===== src/rtl/eth_pkg.sv =====
// Shared constants and types for the RGMII receive framer.
package eth_pkg;

  localparam logic [7:0]  PREAMBLE_BYTE = 8'h55;
  localparam logic [7:0]  SFD_BYTE      = 8'hD5;

  localparam logic [31:0] CRC_POLY    = 32'hEDB88320;
  localparam logic [31:0] CRC_INIT    = 32'hFFFFFFFF;
  localparam logic [31:0] CRC_RESIDUE = 32'hDEBB20E3;

  typedef enum logic [2:0] {
    ST_RESYNC,
    ST_IDLE,
    ST_PREAMBLE,
    ST_PAYLOAD,
    ST_END,
    ST_DISCARD
  } state_t;

  // Bit positions inside frame_status and the trailer byte
  localparam int unsigned STAT_CRC_OK = 0;
  localparam int unsigned STAT_RX_ER  = 1;
  localparam int unsigned STAT_OVF    = 2;
  localparam int unsigned STAT_TRUNC  = 3;

endpackage


===== src/rtl/crc32_d8.sv =====
// Combinational CRC-32 (reflected) advance by one byte, LSB first.
module crc32_d8
  import eth_pkg::*;
(
  input  logic [31:0] crc,
  input  logic [7:0]  data,
  output logic [31:0] crc_next
);

  // Bit-serial unroll of the reflected LFSR over the 8 data bits
  always_comb begin
    crc_next = crc;
    for (int unsigned i = 0; i < 8; i++) begin
      crc_next = (crc_next >> 1) ^ (CRC_POLY & {32{crc_next[0] ^ data[i]}});
    end
  end

endmodule


===== src/rtl/eth_rx_framer.sv =====
// RGMII rx framer: preamble/SFD check, CRC-32 check, FCS strip via a
// 4-byte delay line, payload + status trailer into the CDC fifo.
module eth_rx_framer
  import eth_pkg::*;
#(
  parameter int unsigned MAX_LEN    = 1518,
  parameter int unsigned TRAILER_EN = 1,
  parameter int unsigned CNT_W      = 16
) (
  input  logic             phy_clk,
  input  logic             rst_n,
  input  logic [7:0]       rx_data,
  input  logic [1:0]       rx_ctl,
  input  logic             fifo_full,
  output logic [7:0]       fifo_wdata,
  output logic             fifo_winc,
  output logic             frame_done,
  output logic [3:0]       frame_status,
  output logic [CNT_W-1:0] frames_ok,
  output logic [CNT_W-1:0] frames_bad
);

  localparam int unsigned    LEN_W   = $clog2(MAX_LEN + 1);
  localparam logic [LEN_W-1:0] LEN_MAX = LEN_W'(MAX_LEN);

  logic             rx_dv;
  logic             rx_er;
  state_t           state;
  logic [2:0]       pre_cnt;
  logic [31:0]      crc;
  logic [31:0]      crc_next;
  logic [31:0]      dly;
  logic [2:0]       dly_cnt;
  logic [LEN_W-1:0] len;
  logic             flag_er;
  logic             flag_ovf;
  logic             flag_trunc;
  logic [3:0]       end_status;
  logic             ifg_bad;
  logic [1:0]       bad_inc;
  logic             ok_inc;
  logic [CNT_W:0]   ok_sum;
  logic [CNT_W:0]   bad_sum;

  assign rx_dv = rx_ctl[0];
  assign rx_er = rx_ctl[1];

  crc32_d8 u_crc (
    .crc      (crc),
    .data     (rx_data),
    .crc_next (crc_next)
  );

  // End-of-frame status and counter increments. END can both close a bad
  // frame and reject an IFG-violating byte, so frames_bad may step by two.
  always_comb begin
    end_status              = '0;
    end_status[STAT_CRC_OK] = (crc == CRC_RESIDUE);
    end_status[STAT_RX_ER]  = flag_er;
    end_status[STAT_OVF]    = flag_ovf | ((TRAILER_EN != 0) && fifo_full);
    end_status[STAT_TRUNC]  = flag_trunc;
    ifg_bad = rx_dv && (rx_data != PREAMBLE_BYTE);
    bad_inc = '0;
    ok_inc  = 1'b0;
    case (state)
      ST_IDLE: begin
        if (ifg_bad) bad_inc = 2'd1;
      end
      ST_PREAMBLE: begin
        if (!rx_dv || (rx_data != PREAMBLE_BYTE && rx_data != SFD_BYTE)) bad_inc = 2'd1;
      end
      ST_END: begin
        if (end_status == 4'b0001) ok_inc = 1'b1;
        else bad_inc = 2'd1;
        if (ifg_bad) bad_inc = bad_inc + 2'd1;
      end
      default: ;
    endcase
    ok_sum  = {1'b0, frames_ok}  + (CNT_W + 1)'(ok_inc);
    bad_sum = {1'b0, frames_bad} + (CNT_W + 1)'(bad_inc);
  end

  // Framer FSM with registered fifo, status and counter outputs
  always_ff @(posedge phy_clk) begin
    if (!rst_n) begin
      state        <= ST_RESYNC;
      pre_cnt      <= '0;
      crc          <= '0;
      dly          <= '0;
      dly_cnt      <= '0;
      len          <= '0;
      flag_er      <= 1'b0;
      flag_ovf     <= 1'b0;
      flag_trunc   <= 1'b0;
      fifo_wdata   <= '0;
      fifo_winc    <= 1'b0;
      frame_done   <= 1'b0;
      frame_status <= '0;
      frames_ok    <= '0;
      frames_bad   <= '0;
    end else begin
      fifo_winc  <= 1'b0;
      frame_done <= 1'b0;
      frames_ok  <= ok_sum[CNT_W]  ? '1 : ok_sum[CNT_W-1:0];
      frames_bad <= bad_sum[CNT_W] ? '1 : bad_sum[CNT_W-1:0];
      case (state)
        ST_RESYNC: begin
          if (!rx_dv) state <= ST_IDLE;
        end
        ST_IDLE: begin
          if (rx_dv) begin
            if (rx_data == PREAMBLE_BYTE) begin
              state   <= ST_PREAMBLE;
              pre_cnt <= 3'd1;
            end else begin
              state <= ST_DISCARD;
            end
          end
        end
        ST_PREAMBLE: begin
          if (!rx_dv) begin
            state <= ST_IDLE;
          end else if (rx_data == PREAMBLE_BYTE) begin
            if (pre_cnt != 3'd7) pre_cnt <= pre_cnt + 3'd1;
          end else if (rx_data == SFD_BYTE) begin
            state      <= ST_PAYLOAD;
            crc        <= CRC_INIT;
            dly        <= '0;
            dly_cnt    <= '0;
            len        <= '0;
            flag_er    <= 1'b0;
            flag_ovf   <= 1'b0;
            flag_trunc <= 1'b0;
          end else begin
            state <= ST_DISCARD;
          end
        end
        ST_PAYLOAD: begin
          if (!rx_dv) begin
            state <= ST_END;
          end else begin
            crc <= crc_next;
            dly <= {dly[23:0], rx_data};
            if (rx_er) flag_er <= 1'b1;
            if (dly_cnt != 3'd4) begin
              dly_cnt <= dly_cnt + 3'd1;
            end else if (fifo_full || flag_ovf) begin
              flag_ovf <= 1'b1;
            end else if (len == LEN_MAX) begin
              flag_trunc <= 1'b1;
            end else begin
              fifo_wdata <= dly[31:24];
              fifo_winc  <= 1'b1;
              len        <= len + LEN_W'(1);
            end
          end
        end
        ST_END: begin
          frame_done   <= 1'b1;
          frame_status <= end_status;
          if ((TRAILER_EN != 0) && !fifo_full) begin
            fifo_wdata <= {4'h0, end_status};
            fifo_winc  <= 1'b1;
          end
          state <= ST_IDLE;
          if (rx_dv) begin
            if (rx_data == PREAMBLE_BYTE) begin
              state   <= ST_PREAMBLE;
              pre_cnt <= 3'd1;
            end else begin
              state <= ST_DISCARD;
            end
          end
        end
        ST_DISCARD: begin
          if (!rx_dv) state <= ST_IDLE;
        end
        default: state <= ST_RESYNC;
      endcase
    end
  end

endmodule


===== config.mk =====
export PLATFORM = sky130hd
export DESIGN_NAME = eth_rx_framer
export DESIGN_NICKNAME = d
export VERILOG_FILES = /design/src/rtl/eth_pkg.sv /design/src/rtl/crc32_d8.sv /design/src/rtl/eth_rx_framer.sv
export SDC_FILE = /design/constraint.sdc
export NUM_CORES = 1
export LEC_CHECK = 0
export ABC_AREA = 0
export CAP_MARGIN = 10
export CORE_ASPECT_RATIO = 1.75
export CORE_MARGIN = 4
export CORE_UTILIZATION = 47
export CTS_BUF_LIST = sky130_fd_sc_hd__clkbuf_4
export CTS_CLUSTER_DIAMETER = 80
export CTS_CLUSTER_SIZE = 30
export DETAILED_ROUTE_END_ITERATION = 16
export PLACE_DENSITY = 0.66
export SLEW_MARGIN = 40
export SYNTH_ARGS = -nofsm -noshare
export SYNTH_HDL_FRONTEND = slang
export SYNTH_SLANG_ARGS = --single-unit

===== constraint.sdc =====
create_clock -name phy_clk -period 9.8 [get_ports phy_clk]
set_input_delay 2.45 -clock phy_clk [delete_from_list [all_inputs] [get_ports phy_clk]]
set_output_delay 2.45 -clock phy_clk [all_outputs]
set_load 0.02 [all_outputs]

==> run metrics <==
Placement Rows=55; CP Launch Type=input port; Avg WL per Cell=16.3 um; placer congestion estimate=0.980; reg-to-reg setup timing slack=5.35 ns; period utilization=63.6%; Mapped Area=6170 um2; Critical Path AT=6.68 ns; setup violators final=0; Worst EP required=10.24 ns; CP max FO=13; Critical Path Sink=frames_bad[9]$_SDFF_PN0_; share of layout cells above drive strength 1=6.45%; Final Slew Violations=0; worst-margin pin slew=0.864 ns; Die X-Extent=94.6 um; global-route wire length before repair=25300 um; leakage power=2.31 nW; Final ANT Viol Nets=0; core region area=12900 um2; met2 routed WL=8310 um; CTS Buf Count=17; switch share=25.5%; WL met3=785 um; HP Class=flip-flop to flip-flop; hold buffers post-CTS=0; Starting DRT DRC Count=252; Crit Reg-Reg Endpoint=frames_bad[9]$_SDFF_PN0_; Clock Sinks=130; number of I/O port buffers=58; postcts setup bufs=0; DRC=0; Seq pwr share=51.1%; top layer in use=met4; P per Cell Area=146 nW/um2; total track usage=21.0%; CP Capture Type=flip-flop; Yosys warnings=0; Gate Count Post-Synth=726; Root Buffer=clkbuf_4; Syn Nets=749; syn avg cell area=8.50 um2; vias in the first global route=5186; grt total ovfl=0; critical path class=input port to flip-flop; Critical path origin=rx_data[0]; clock group share of total power=39.8%; post-synthesis sequential area ratio=42.2%; status=complete, no violations; Max Clock Skew=0.0229 ns; leading cell type in the layout, fill and taps excluded=dfxtp_1; max cap viols=0; later-pin clock latency in the skew report=0.53 ns; Initial Util=48.0%; slew margin rel.=42.0%; Setup TNS=0 ns; H-tree depth=4; met1 WL=5820 um; final instance area=7180 um2; Layout area overhead=16.4%; sw power=0.267 mW; async set or reset register ratio after synthesis=0%; top_reg_cell synth=dfxtp_1; I/O Pins=59; number of library cell types mapped by synthesis=53; part of the power in combinational logic=9.1%; Die ar.=15100 um2; RSZ-0062 raised after global routing=false; CTS resizes=0; final WL=15500 um; count of final hold-check violations=0; clock-pin slew on the worst setup and hold paths=0.12 ns; antenna violations before repair=1; Period minus WS final=6.23 ns; Post-DP Area=6840 um2; Yosys reg bits=130; path depth of the worst reg2reg path=14; Tot Pwr=1.05 mW; height of the die=160 um; Max Root-Sink Buffers=2; Via-to-Cell Ratio=5.70; via count=5398; hpwl dp=11000 um; Util after Layout=55.8%; most frequent cells in the layout=dfxtp_1 (130), a21oi_1 (99), xnor2_1 (69); maximum vdd drop=0.0989 mV; Int Pwr=0.780 mW; Fmax achieved=161 MHz; fin nets=785; Post-synth EDFFs=0; Reg-to-Reg Start=crc[10]$_SDFFE_PN0P_; largest net degree at the start of global routing=91; TritonCTS clock tree=built; TritonRoute pass-1 iters=6
power by group through the flow:
stage          Clock, mW  Sequential [mW]  Combinational, mW
3_3_place_gp           0            0.546             0.0934
2_1_floorplan          0            0.547             0.0680
6_report           0.417            0.535             0.0954
4_1_cts            0.432            0.535             0.0951
5_1_grt            0.453            0.535              0.103
3_5_place_dp           0            0.546             0.0947
worst max-delay path, stage by stage:
cell and delay, ns:
clkdlybuf4s50_1 0.55, or3b_4 0.44, or3_1 0.41, and2_1 0.21, ha_1 0.27, a31oi_1 0.07
o22ai_1 0.19, ha_1 0.20, inv_1 0.05, fa_1 0.43, nor3b_1 0.41, and3_1 0.29
nand3_1 0.40, a21oi_1 0.29
worst min path at each step:
stage | start | end | slack, ns | depth (start not counted)
final | dly[19]$_SDFFE_PN0P_ | dly[19]$_SDFFE_PN0P_ | 0.46 | 2
after global routing | dly[21]$_SDFFE_PN0P_ | dly[21]$_SDFFE_PN0P_ | 0.48 | 2
after CTS | dly[15]$_SDFFE_PN0P_ | dly[15]$_SDFFE_PN0P_ | 0.46 | 2
after detailed placement | dly[11]$_SDFFE_PN0P_ | dly[11]$_SDFFE_PN0P_ | 0.45 | 2
after global placement | dly[19]$_SDFFE_PN0P_ | dly[19]$_SDFFE_PN0P_ | 0.44 | 2
after floorplan | dly[26]$_SDFFE_PN0P_ | dly[26]$_SDFFE_PN0P_ | 0.43 | 2
synth_stat cells (2+ instances only):
library cell	number	share of area, %
or3_1	9	0.91
nor3_1	19	1.5
clkbuf_1	44	2.7
xor2_2	2	0.53
nand2_1	65	4.0
o31a_1	2	0.28
xnor3_1	2	0.73
nand4_1	19	1.9
nor2_1	33	2.0
a31oi_1	12	1.2
ha_1	9	1.8
nor4b_1	3	0.43
or2_2	3	0.30
nand4b_1	4	0.57
xor2_1	24	3.4
or4_1	5	0.61
o2111ai_1	3	0.43
and4_1	2	0.28
xnor2_1	70	9.9
a311oi_1	8	1.1
nor4_1	4	0.41
and2_1	2	0.20
mux2i_1	4	0.65
nand3_1	46	3.7
a21oi_1	99	8.0
nand2b_1	4	0.41
and3_1	10	1.0
nand3b_1	2	0.24
o31ai_1	6	0.73
nor3b_1	3	0.36
dfxtp_1	130	42
inv_1	17	1.0
nor2b_1	3	0.30
o21ai_0	39	3.2
layer usage:
metal	vias up	global-route usage [%]
li1	2648	-
met1	2541	22.8
met2	169	37.7
met3	40	3.88
met4	0	10.2
met5	-	0
sequential cells by signal, indices dropped and copies added, names as in the netlist:
name and count:
dly_cnt 3, frame_status 4, flag_trunc 1, fifo_wdata 8
crc 32, len 11, frames_bad 16, dly 32
frame_done 1, flag_ovf 1, flag_er 1, fifo_winc 1
state 3, frames_ok 16
per-stage QoR:
stage	setup WS [ns]	hold WS, ns	std cells
detailed placement	3.09	0.445	914
global route	3.34	0.478	947
finish	3.57	0.458	947
global placement	3.17	0.439	914
floorplan	4.12	0.432	726
CTS	3.64	0.460	946
layout make-up:
type / count / area, um2
Tap cell: 171 / 214
Antenna cell: 1 / 2.50
Inverter: 18 / 67.6
Clock inverter: 14 / 203
Sequential cell: 130 / 2600
Clock buffer: 18 / 135
Timing Repair Buffer: 63 / 617
Fill cell: 1231 / 5690
Multi-Input combinational cell: 532 / 3340
logic make-up after synthesis:
family          Yosys count  share of synthesized area, %
simple gates            242                          20.2
compound gates          178                          16.2
flops                   130                          42.2
xor+xnor                 98                          14.6
buf+inv                  64                          4.03
fa+ha+maj                10                          2.15
mux                       4                         0.649
(Power assumes the default switching activity.)
